**config.mk**
```make
export PLATFORM = sky130hd
export DESIGN_NAME = freq_counter_multi
export DESIGN_NICKNAME = d
export VERILOG_FILES = /design/src/rtl/freq_counter_multi.sv
export SDC_FILE = /design/constraint.sdc
export NUM_CORES = 1
export LEC_CHECK = 0
export ABC_AREA = 0
export CORE_ASPECT_RATIO = 2
export CORE_MARGIN = 3
export CORE_UTILIZATION = 32
export CTS_CLUSTER_SIZE = 25
export DETAILED_ROUTE_END_ITERATION = 7
export GPL_ROUTABILITY_DRIVEN = 0
export PLACE_DENSITY = 0.49
export SYNTH_ARGS = -nofsm -noshare
export SYNTH_HDL_FRONTEND = slang
export SYNTH_SLANG_ARGS = --single-unit
```
**constraint.sdc**
```tcl
create_clock -name clk_i -period 5.7 [get_ports clk_i]
set_input_delay 1.14 -clock clk_i [delete_from_list [all_inputs] [get_ports clk_i]]
set_output_delay 1.14 -clock clk_i [all_outputs]
set_load 0.01 [all_outputs]
```
**src/rtl/freq_counter_multi.sv**
```systemverilog
// Multi-channel gated edge counter: per-channel synchronisers feed saturating counters
// over a shared gate; each gate's snapshot is unloaded as a channel-ordered valid/ready stream.
//
// state  | meaning
// IDLE   | waiting for start_i
// GATE   | gate timer running, counters live; previous snapshot may still be unloading
// UNLOAD | no gate running, draining the final snapshot
module freq_counter_multi #(
  parameter int CHANNELS    = 4,
  parameter int COUNT_WIDTH = 32,
  parameter int GATE_WIDTH  = 32,
  parameter int SYNC_STAGES = 2
) (
  input  logic                                                clk_i,
  input  logic                                                rst_i,
  input  logic [CHANNELS-1:0]                                 measure_signal_i,
  input  logic [GATE_WIDTH-1:0]                               gate_cycles_i,
  input  logic [1:0]                                          edge_mode_i,
  input  logic                                                continuous_i,
  input  logic                                                start_i,
  input  logic                                                stop_i,
  output logic                                                busy_o,
  output logic                                                gate_done_o,
  output logic                                                result_valid_o,
  input  logic                                                result_ready_i,
  output logic [((CHANNELS > 1) ? $clog2(CHANNELS) : 1)-1:0]  result_channel_o,
  output logic [COUNT_WIDTH-1:0]                              result_count_o,
  output logic                                                result_overflow_o,
  output logic                                                overrun_o
);

  localparam int CH_W = (CHANNELS > 1) ? $clog2(CHANNELS) : 1;

  typedef enum logic [1:0] {ST_IDLE, ST_GATE, ST_UNLOAD} state_t;

  state_t                  state_q;
  logic [GATE_WIDTH-1:0]   timer_q;
  logic [GATE_WIDTH-1:0]   g_m1_q;
  logic [1:0]              mode_q;
  logic                    stop_pend_q;

  logic [SYNC_STAGES-1:0]  sync_q [CHANNELS];
  logic [CHANNELS-1:0]     hist_q;
  logic [CHANNELS-1:0]     cur_lvl;
  logic [CHANNELS-1:0]     rise_vec;
  logic [CHANNELS-1:0]     fall_vec;
  logic [CHANNELS-1:0]     edge_pulse;

  logic [COUNT_WIDTH-1:0]  cnt_q  [CHANNELS];
  logic [COUNT_WIDTH-1:0]  cnt_nx [CHANNELS];
  logic [COUNT_WIDTH-1:0]  snap_q [CHANNELS];
  logic [CHANNELS-1:0]     ovf_q;
  logic [CHANNELS-1:0]     ovf_nx;
  logic [CHANNELS-1:0]     snap_ovf_q;

  logic                    handshake;
  logic                    last_beat;
  logic                    beats_remain;
  logic                    rearm;
  logic [GATE_WIDTH-1:0]   g_load;

  always_ff @(posedge clk_i) begin
    if (rst_i) begin
      for (int i = 0; i < CHANNELS; i++) sync_q[i] <= '0;
      hist_q <= '0;
    end else begin
      for (int i = 0; i < CHANNELS; i++) begin
        sync_q[i] <= {sync_q[i][SYNC_STAGES-2:0], measure_signal_i[i]};
        hist_q[i] <= sync_q[i][SYNC_STAGES-1];
      end
    end
  end

  always_comb begin
    cur_lvl = '0;
    for (int i = 0; i < CHANNELS; i++) cur_lvl[i] = sync_q[i][SYNC_STAGES-1];
  end

  assign rise_vec   = cur_lvl & ~hist_q;
  assign fall_vec   = ~cur_lvl & hist_q;
  assign edge_pulse = mode_q[1] ? (rise_vec | fall_vec) : (mode_q[0] ? fall_vec : rise_vec);

  // Saturate at all ones; the blocked increment is recorded as overflow instead.
  always_comb begin
    for (int i = 0; i < CHANNELS; i++) begin
      cnt_nx[i] = cnt_q[i];
      ovf_nx[i] = ovf_q[i];
      if (edge_pulse[i]) begin
        if (&cnt_q[i]) ovf_nx[i] = 1'b1;
        else           cnt_nx[i] = cnt_q[i] + COUNT_WIDTH'(1);
      end
    end
  end

  assign handshake    = result_valid_o && result_ready_i;
  assign last_beat    = handshake && (result_channel_o == CH_W'(CHANNELS - 1));
  assign beats_remain = result_valid_o && !last_beat;
  assign rearm        = continuous_i && !(stop_pend_q || stop_i);
  assign g_load       = (gate_cycles_i == '0) ? '0 : gate_cycles_i - GATE_WIDTH'(1);

  assign busy_o            = (state_q != ST_IDLE);
  assign result_count_o    = snap_q[result_channel_o];
  assign result_overflow_o = snap_ovf_q[result_channel_o];

  always_ff @(posedge clk_i) begin
    if (rst_i) begin
      state_q          <= ST_IDLE;
      timer_q          <= '0;
      g_m1_q           <= '0;
      mode_q           <= '0;
      stop_pend_q      <= 1'b0;
      for (int i = 0; i < CHANNELS; i++) begin
        cnt_q[i]  <= '0;
        snap_q[i] <= '0;
      end
      ovf_q            <= '0;
      snap_ovf_q       <= '0;
      result_valid_o   <= 1'b0;
      result_channel_o <= '0;
      gate_done_o      <= 1'b0;
      overrun_o        <= 1'b0;
    end else begin
      gate_done_o <= 1'b0;

      if (handshake) begin
        if (last_beat) begin
          result_valid_o   <= 1'b0;
          result_channel_o <= '0;
        end else begin
          result_channel_o <= result_channel_o + CH_W'(1);
        end
      end

      case (state_q)
        ST_IDLE: begin
          if (start_i) begin
            state_q   <= ST_GATE;
            timer_q   <= g_load;
            g_m1_q    <= g_load;
            mode_q    <= edge_mode_i;
            overrun_o <= 1'b0;
            for (int i = 0; i < CHANNELS; i++) cnt_q[i] <= '0;
            ovf_q     <= '0;
          end
        end
        ST_GATE: begin
          if (timer_q == '0) begin
            gate_done_o <= 1'b1;
            for (int i = 0; i < CHANNELS; i++) cnt_q[i] <= '0;
            ovf_q <= '0;
            // A last-beat handshake on this edge frees the stream for the new snapshot.
            if (beats_remain) begin
              overrun_o <= 1'b1;
            end else begin
              for (int i = 0; i < CHANNELS; i++) snap_q[i] <= cnt_nx[i];
              snap_ovf_q       <= ovf_nx;
              result_valid_o   <= 1'b1;
              result_channel_o <= '0;
            end
            if (rearm) timer_q <= g_m1_q;
            else       state_q <= ST_UNLOAD;
          end else begin
            timer_q <= timer_q - GATE_WIDTH'(1);
            for (int i = 0; i < CHANNELS; i++) cnt_q[i] <= cnt_nx[i];
            ovf_q <= ovf_nx;
          end
        end
        ST_UNLOAD: begin
          if (last_beat) state_q <= ST_IDLE;
        end
        default: state_q <= ST_IDLE;
      endcase

      if (state_q == ST_UNLOAD && last_beat) stop_pend_q <= 1'b0;
      else if (state_q != ST_IDLE && stop_i) stop_pend_q <= 1'b1;
    end
  end

endmodule

```
==> impl_metrics.tcl <==
set metrics [dict create \
    cts_tree "done" \
    p_sw_mw 1.460 \
    row_count 122 \
    hold_depth 2 \
    synthSimpleGateAreaFrac 0.2125 \
    final_util 0.3714 \
    tightestPinTransition_ns 1.215 \
    powerDensity_nw_per_um2 280.0 \
    report.power.total_mw 5.761 \
    clkSlewWorstSetupHoldPaths_ns 0.06 \
    synth_top_family_by_area "simple AND/OR/NAND/NOR gates" \
    synthXorXnorAreaFrac 0.08146 \
    fmax_ghz 0.2382 \
    drt_wl_total_mm 52.51 \
    p_seq_frac 0.521 \
    relSlewSlack 0.1861 \
    clk_latency_ns 0.54 \
    rr_endpoint "cnt_q[3][5]" \
    antenna_found_initial 0 \
    leakage_nw 6.843 \
    final_antenna_net_count 0 \
    synth-edff-count 256 \
    htreeDepth 2 \
    postCtsSetupRepairBufs 0 \
    p_int_mw 4.301 \
    layout_setup_ws_ns 1.501 \
    cap_violations 0 \
    synth_flop_cell "edfxtp_1" \
    grt_max_degree 92 \
    outcome "complete, no violations" \
    final_cell_mix "323 x nor2_1, 256 x edfxtp_1, 102 x nand2_1" \
    met3_length_mm 1.721 \
    peakVddDrop_mv 0.1740 \
    io_buffer_count 82 \
    setup.worst_path.start_class "flip-flop" \
    seqCellArea_um2 9572 \
    place_ws_ns 0.9643 \
    dieArea_um2 59160 \
    cts_buffer_depth 3 \
    yosysTopAreaCellShare 0.4282 \
    r2r_cells 6 \
    wl_per_cell_um 20.81 \
    start_util 0.3240 \
    grt_util_all_layers 0.1734 \
    p_clk_frac 0.383 \
    multiInputGateArea_um2 7845 \
    rsz0062_at_grt "no" \
    switching_share 0.2535 \
    hold_slack_ns 0.4537 \
    cp-end-kind "output port" \
    cp_data_arrival_time_ns 3.06 \
    antennaDiodeCount 0 \
    cts_hold_buffers 0 \
    synthCells 1697 \
    r2r_slack_ns 1.91 \
    vias 13270 \
    routed_via_density 5.260 \
    grt_overflow 0 \
    drv_slew 0 \
    synth-seq-cells 350 \
    cts_resized 0 \
    min_period_over_period 0.7366 \
    clock-root-buffer "clkbuf_16" \
    r2r-start "timer_q[25]" \
    min_to "snap_ovf_q[0]" \
    path_max_fanout 21 \
    drt_first_pass_iters 5 \
    core_um2 55410 \
    crit_required_ns 4.56 \
    ys_seq_area_frac 0.5330 \
    drive_above_1_share 0.07870 \
    setup_tns_ns 0 \
    syn_area_um2 17950 \
    die_y_um 341.0 \
    m1WireLength_mm 18.93 \
    min_path_type "reg -> reg" \
    synth_compound_gate_area_share 0.07819 \
    drc_errors 0 \
    ioPinCount 83 \
    final_common_cell "nor2_1" \
    hp-start "snap_ovf_q[0]" \
    skew_ns 0.01794 \
    combPwrFrac 0.096 \
    fin_crit_ns 4.199 \
    finalHoldViolCount 0 \
    crit_type "reg -> out" \
    top_layer_used "met4" \
    route.met2.wl_mm 29.01 \
    area_delta_synth_final_pct 14.61 \
    synth_cell_types 70 \
    first_iter_violations 784 \
    numCtsBuffers 36 \
    clkSinkCount 350 \
    first_global_vias 13800 \
    setup_viol 0 \
    syn_nets 1757 \
    die_width_um 173.5 \
    async_flop_share 0 \
    nets 1818 \
    nFillCells 5485 \
    synthMuxAreaShare 0.05164 \
    grt_pass1_wl_mm 80.07 \
    synth_top_cell_by_area "edfxtp_1" \
    hpwl_mm 38.57 \
    synth_warnings 0 \
    synth_fa_ha_area_frac 0.01115 \
    synth.avg_cell_area_um2 10.58 \
    synthTopCellsByArea "edfxtp_1 43%, dfxtp_1 10%, nor2_1 6.8%" \
]
==> Yosys cell counts, types with 7 or more instances <==
cell type / instances
mux2i_1: 15
and2_1: 15
and4_1: 16
o2111ai_1: 8
or2_2: 8
nand2b_1: 8
nor4b_1: 11
a31oi_1: 14
buf_6: 13
nor3_1: 50
nand2_1: 102
o21ai_0: 74
inv_1: 28
mux4_2: 33
nor2_1: 323
nor2b_1: 13
and3_1: 32
a211oi_1: 7
ha_1: 16
or3_1: 10
buf_2: 14
o21a_1: 9
or4_1: 9
xor2_1: 100
o211ai_1: 7
edfxtp_1: 256
xnor2_1: 67
dfxtp_1: 94
clkbuf_1: 55
nor4_1: 29
a22o_1: 18
nand3_1: 57
nand4_1: 56
a21oi_1: 56
==> sequential cells by signal, summed over array words and instances, names as in the netlist, 4 cells and up <==
| name | cells |
|---|---|
| snap_q | 128 |
| hist_q | 4 |
| snap_ovf_q | 4 |
| cnt_q | 128 |
| g_m1_q | 32 |
| timer_q | 32 |
| ovf_q | 4 |
| sync_q | 8 |
==> worst max-delay path by stage <==
stage / start / end / depth (start not counted)
2_1_floorplan: timer_q[17] / snap_q[0][0] / 6
3_3_place_gp: gate_cycles_i[0] / g_m1_q[21] / 9
3_5_place_dp: gate_cycles_i[0] / g_m1_q[22] / 9
4_1_cts: result_channel_o[0] / result_count_o[9] / 3
5_1_grt: gate_cycles_i[0] / g_m1_q[30] / 9
6_report: result_channel_o[0] / result_count_o[9] / 3
==> critical path, cell delays in order, from the launching register on <==
cell             delay [ns]
dfxtp_2                0.82
buf_4                  0.52
mux4_2                 0.62
clkdlybuf4s50_1        0.51
==> per-layer routing <==
metal	track usage	up-vias
met5	0	-
met4	0.09151	0
met3	0.01971	138
met2	0.3436	345
met1	0.1736	6476
li1	-	6311
==> metrics by stage <==
| stage | instances | area (um^2) |
|---|---|---|
| after floorplan | 1697 | 17950 |
| after global routing | 2523 | 20580 |
| final | 2523 | 20580 |
| after CTS | 2523 | 20580 |
| after detailed placement | 2464 | 19540 |
| after global placement | 2464 | 19540 |
==> cell type report <==
type | count | share of cell area
sequential | 350 | 0.4652
inverter | 28 | 0.005229
timing repair buffer | 114 | 0.05278
tap | 744 | 0.04524
multi-input combinational | 1228 | 0.3812
clock buffer | 47 | 0.04579
clock inverter | 12 | 0.004560
==> power groups by stage <==
| stage | registers [mW] | clock network [mW] | logic, mW |
|---|---|---|---|
| after floorplan | 3.02 | 0 | 0.364 |
| final | 3.00 | 2.20 | 0.554 |
| after CTS | 3.00 | 2.29 | 0.562 |
| after detailed placement | 3.05 | 0 | 0.560 |
| after global placement | 3.05 | 0 | 0.556 |
| after global routing | 3.02 | 2.36 | 0.610 |
==> cell families after synthesis <==
logic type,count (synthesis)
AND/OR/NAND/NOR,771
flip-flops,350
multiplexers,51
buffers and inverters,119
XOR/XNOR,167
adder cells (fa/ha/maj),16
AO/OA/AOI/OAI,223
No activity file was read; power rests on OpenSTA's default activity.
==> edit 1: new RTL, config.mk and constraints unchanged <==
Set the parameter `COUNT_WIDTH` to 48 (it was 32).
--- a/src/rtl/freq_counter_multi.sv
+++ b/src/rtl/freq_counter_multi.sv
@@ -7,7 +7,7 @@
 // UNLOAD | no gate running, draining the final snapshot
 module freq_counter_multi #(
   parameter int CHANNELS    = 4,
-  parameter int COUNT_WIDTH = 32,
+  parameter int COUNT_WIDTH = 48,
   parameter int GATE_WIDTH  = 32,
   parameter int SYNC_STAGES = 2
 ) (
Ports: changed (resized result_count_o); port bits go from 83 to 99. The function was not compared with the original's and may differ.
==> edit 1 against the original RTL <==
Sequential cell count up 128; fmax rose by 0.88%; total power up 38%; count of clock-buffer cells in the layout rose by 6; final cell count rose by 36%; combinational power up 18%; setup slack better by 0.036 ns; cell area up 38%; area after synthesis up 39%; routed wire length is 48% higher; largest power group unchanged.
==> edit 1: results (changes against the original RTL) <==
Signal buf overhead: 4.71% (-0.57 points)
multi-input gate share of total cell area: 37.7% (-0.42 points)
Reg area: 13400 µm² (+40%)
EDFF count, synth: 384 (+50%)
vias in the first global route: 19200 (+39%)
clock latency on the worst-skew pair: 0.60 ns (+0.06 ns)
Clock Skew: 0.0320 ns (+0.0141 ns)
CP Capture Point: result_count_o[34]
first-pass GRT wire length: 118000 µm (+48%)
sequential area share after synthesis: 53.9% (+0.64 points)
Core ar.: 77100 µm² (+39%)
total global-route track usage: 18.8% (+1.5 points)
top post-synthesis cells by area: edfxtp_1 46%, dfxtp_1 7.6%, nor2_1 6.5%, xor2_1 4.7%, mux4_2 4.4%
Clock buf/inv share: 5.26% (+0.22 points)
CLK BUF: 53 (+13%)
Lkg Pwr: 9.02 nW (+32%)
Worst R2R Start: timer_q[0]
R2R depth: 9 (+3)
CP Max Fanout: 41 (+95%)
Worst R2R Setup Slack: 1.68 ns (-0.23 ns)
status: complete, no violations
Mean Syn Cell Area: 10.8 µm² (+1.6%)
invs w/o clock: 36 (+29%)
nets: 2437 (+34%)
multi-input combinational gate total: 1675 (+36%)
share of layout cells above drive strength 1: 8.50% (+0.63 points)
Cell Area, Placed: 26900 µm² (+37%)
Filler Cell Count: 7779 (+42%)
Post-DP HPWL: 58200 µm (+51%)
Worst Slack Setup Final: 1.54 ns (+0.0364 ns)
Initial DRC Count: 1057 (+35%)
ant diodes: 1 (+1)
Inserted Clock Buffers: 45 (+25%)
Distinct cells, synth: 65 (-7.1%)
pin count of the biggest net entering global routing: 75 (-18%)
worst flop-to-flop path endpoint: cnt_q[3][3]
Max rail drop VDD: 0.215 mV (+24%)
Slew HR: 17.1% (-1.5 points)
placed insts: 3352 (+36%)
flip-flop and latch count: 478 (+37%)
internal power: 5.88 mW (+37%)
edit 1: cells by family (layout without fill, tap and decap cells):
logic type	Yosys count	after routing	share of synthesized area, %
AND/OR/NAND/NOR	1011	1011	19.6
multiplexers	63	63	5.03
buffers and inverters	160	260	3.37
adder cells (fa/ha/maj)	16	16	0.805
flip-flops	478	478	53.9
XOR/XNOR	207	207	7.29
AO/OA/AOI/OAI	378	378	9.94
other	0	1	0
edit 1: how the worst min path moves through the flow:
stage	startpoint	endpoint	depth (start not counted)
2_1_floorplan	sync_q[0][0]	sync_q[0][1]	1
3_3_place_gp	snap_ovf_q[1]	snap_ovf_q[1]	2
6_report	sync_q[3][0]	sync_q[3][1]	1
5_1_grt	sync_q[0][0]	sync_q[0][1]	1
3_5_place_dp	sync_q[0][0]	sync_q[0][1]	1
4_1_cts	sync_q[0][0]	sync_q[0][1]	1
edit 1: metrics by stage:
stage,util [%],hold WS (ns)
finish,36.8,0.444
global route,36.8,0.463
CTS,36.8,0.454
detailed placement,34.8,0.436
global placement,34.8,0.435
floorplan,-,0.414
edit 1: power groups by stage:
stage / combinational, mW / sequential [mW] / clock, mW
floorplan: 0.427 / 4.16 / 0
global route: 0.716 / 4.16 / 3.36
CTS: 0.660 / 4.13 / 3.23
detailed placement: 0.657 / 4.21 / 0
finish: 0.652 / 4.14 / 3.14
global placement: 0.648 / 4.20 / 0
edit 1: worst max-delay path, cell delays in order, from the launching register on:
cell	delay (ns)
dfxtp_4	0.91
buf_4	0.41
mux4_2	0.59
clkdlybuf4s50_1	0.51
edit 1: layer usage:
layer	GRT usage (%)	up-vias	wire length, µm
met2	36.6	494	43100
met5	0	-	0
met3	1.87	135	2790
li1	-	8751	-
met4	8.22	0	3540
met1	20.2	9205	28500
==> edit 2: new RTL, same flow settings <==
Without the edit above. Add an input register stage for `edge_mode_i`, cleared by the reset; this delays it by one clock. The other inputs are not delayed to match.
--- a/src/rtl/freq_counter_multi.sv
+++ b/src/rtl/freq_counter_multi.sv
@@ -32,6 +32,16 @@
   localparam int CH_W = (CHANNELS > 1) ? $clog2(CHANNELS) : 1;
 
   typedef enum logic [1:0] {ST_IDLE, ST_GATE, ST_UNLOAD} state_t;
+
+  logic [1:0] edge_mode_q;
+
+  always_ff @(posedge clk_i) begin
+    if (rst_i) begin
+      edge_mode_q <= '0;
+    end else begin
+      edge_mode_q <= edge_mode_i;
+    end
+  end
 
   state_t                  state_q;
   logic [GATE_WIDTH-1:0]   timer_q;
@@ -137,7 +147,7 @@
             state_q   <= ST_GATE;
             timer_q   <= g_load;
             g_m1_q    <= g_load;
-            mode_q    <= edge_mode_i;
+            mode_q    <= edge_mode_q;
             overrun_o <= 1'b0;
             for (int i = 0; i < CHANNELS; i++) cnt_q[i] <= '0;
             ovf_q     <= '0;
Formal check against the unedited RTL: not equivalent (Yosys sat finds a counterexample within 4 cycles, from zero or initial values and one cycle with rst_i high).
==> edit 2 against the original RTL <==
Sequential cell count is 2 higher; highest routed layer unchanged; area after synthesis increased by 1.7%; hold slack got worse by 0.018 ns; register-to-register slack improved by 0.05 ns; final cell count up 1.7%; cell area increased by 2.3%; critical endpoint is now result_count_o[22]; routed wire length grew 9.5%; setup slack improved by 0.098 ns; total power rose by 6.3%.
==> edit 2: results (changes against the original RTL) <==
pin count of the biggest net entering global routing: 69 (-25%)
Distinct cells, synth: 83 (+19%)
Routed WL per cell: 22.4 µm (+7.7%)
worst flop-to-flop path endpoint: snap_q[2][24]
top post-synthesis cells by area: edfxtp_1 42%, dfxtp_1 11%, nor2_1 7.3%, xnor2_1 5.2%, mux4_2 4.1%
HP Class: flip-flop to flip-flop
first-pass GRT wire length: 86100 µm (+7.5%)
CP Capture Point: result_count_o[22]
Routed met1 length: 20200 µm (+6.9%)
clock latency on the worst-skew pair: 0.56 ns (+0.02 ns)
dpl ws: 1.25 ns (+0.286 ns)
Synth Area in Compound Gates: 6.59% (-1.2 points)
synthesized-area fraction occupied by adder cells: 1.10% (-0.019 points)
Via density: 5.31 (+1.0%)
Post-Syn Nets: 1802 (+2.6%)
Mean Syn Cell Area: 10.5 µm² (-0.91%)
Tcrit/Tclk final: 71.9% (-1.7 points)
multiplexer area fraction after synthesis: 4.97% (-0.20 points)
R2R depth: 7 (+1)
share of layout cells above drive strength 1: 8.93% (+1.1 points)
Post-DP HPWL: 42900 µm (+11%)
Worst-Margin Slew: 1.14 ns (-0.0781 ns)
Inserted Clock Buffers: 37 (+2.8%)
Post-synth top cells: 356 x nor2_1, 256 x edfxtp_1, 109 x nand2_1, 109 x xnor2_1, 96 x dfxtp_1
Max rail drop VDD: 0.230 mV (+32%)
placed insts: 2497 (+1.3%)
Clock Skew: 0.0270 ns (+0.00903 ns)
metal3 WL: 1690 µm (-1.6%)
status: complete, no violations
total global-route track usage: 18.9% (+1.5 points)
Lkg Pwr: 6.80 nW (-0.70%)
Sw Pwr: 1.56 mW (+6.8%)
Arr. time, crit path: 2.96 ns (-0.10 ns)
met2 WL post-DR: 32500 µm (+12%)
Worst R2R Setup Slack: 1.96 ns (+0.05 ns)
CP Max Fanout: 20 (-4.8%)
Worst R2R Start: timer_q[28]
Vias: 13600 (+2.7%)
Initial DRC Count: 736 (-6.1%)
Synth Area in XOR/XNOR: 7.67% (-0.47 points)
sequential area share after synthesis: 52.6% (-0.68 points)
edit 2: per-layer routing:
layer,vias to the layer above,GRT usage [%]
li1,6446,-
met1,6725,18.9
met2,349,37.8
met3,109,1.90
met4,0,9.52
met5,-,0
edit 2: area by class of cell:
| class | count | area [µm²] |
|---|---|---|
| Sequential cell | 352 | 9610 |
| Multi-Input combinational cell | 1263 | 8110 |
| Clock inverter | 15 | 179 |
| Inverter | 25 | 96.3 |
| Tap cell | 750 | 938 |
| Timing Repair Buffer | 107 | 1040 |
| Clock buffer | 53 | 1070 |
| Fill cell | 5629 | 35300 |
edit 2: how the worst min path moves through the flow:
stage / startpoint / cells after the start / endpoint / slack (ns)
after floorplan: sync_q[0][0] / 1 / sync_q[0][1] / 0.41
after global placement: sync_q[2][0] / 1 / sync_q[2][1] / 0.42
after detailed placement: sync_q[2][0] / 1 / sync_q[2][1] / 0.43
after CTS: edge_mode_q[0] / 2 / mode_q[0] / 0.44
after global routing: edge_mode_q[0] / 2 / mode_q[0] / 0.47
final: edge_mode_q[0] / 2 / mode_q[0] / 0.44
edit 2: cells by family after synthesis:
family | count (synthesis)
AOI/OAI and AO/OA | 171
xor gates and xnor gates | 160
adders and majority gates | 16
buffers and inverters | 127
DFF | 352
muxes | 49
and+or+nand+nor | 867
edit 2: worst max-delay path, cell delays in order, from the launching register on:
cell	delay, ns
dfxtp_2	0.78
buf_4	0.47
mux4_2	0.58
clkdlybuf4s50_1	0.55
edit 2: power by group through the flow:
stage          Sequential, mW  Combinational, mW  Clock [mW]
2_1_floorplan            3.03              0.366           0
3_3_place_gp             3.07              0.561           0
3_5_place_dp             3.08              0.565           0
4_1_cts                  3.02              0.567        2.62
5_1_grt                  3.04              0.611        2.70
6_report                 3.02              0.559        2.54
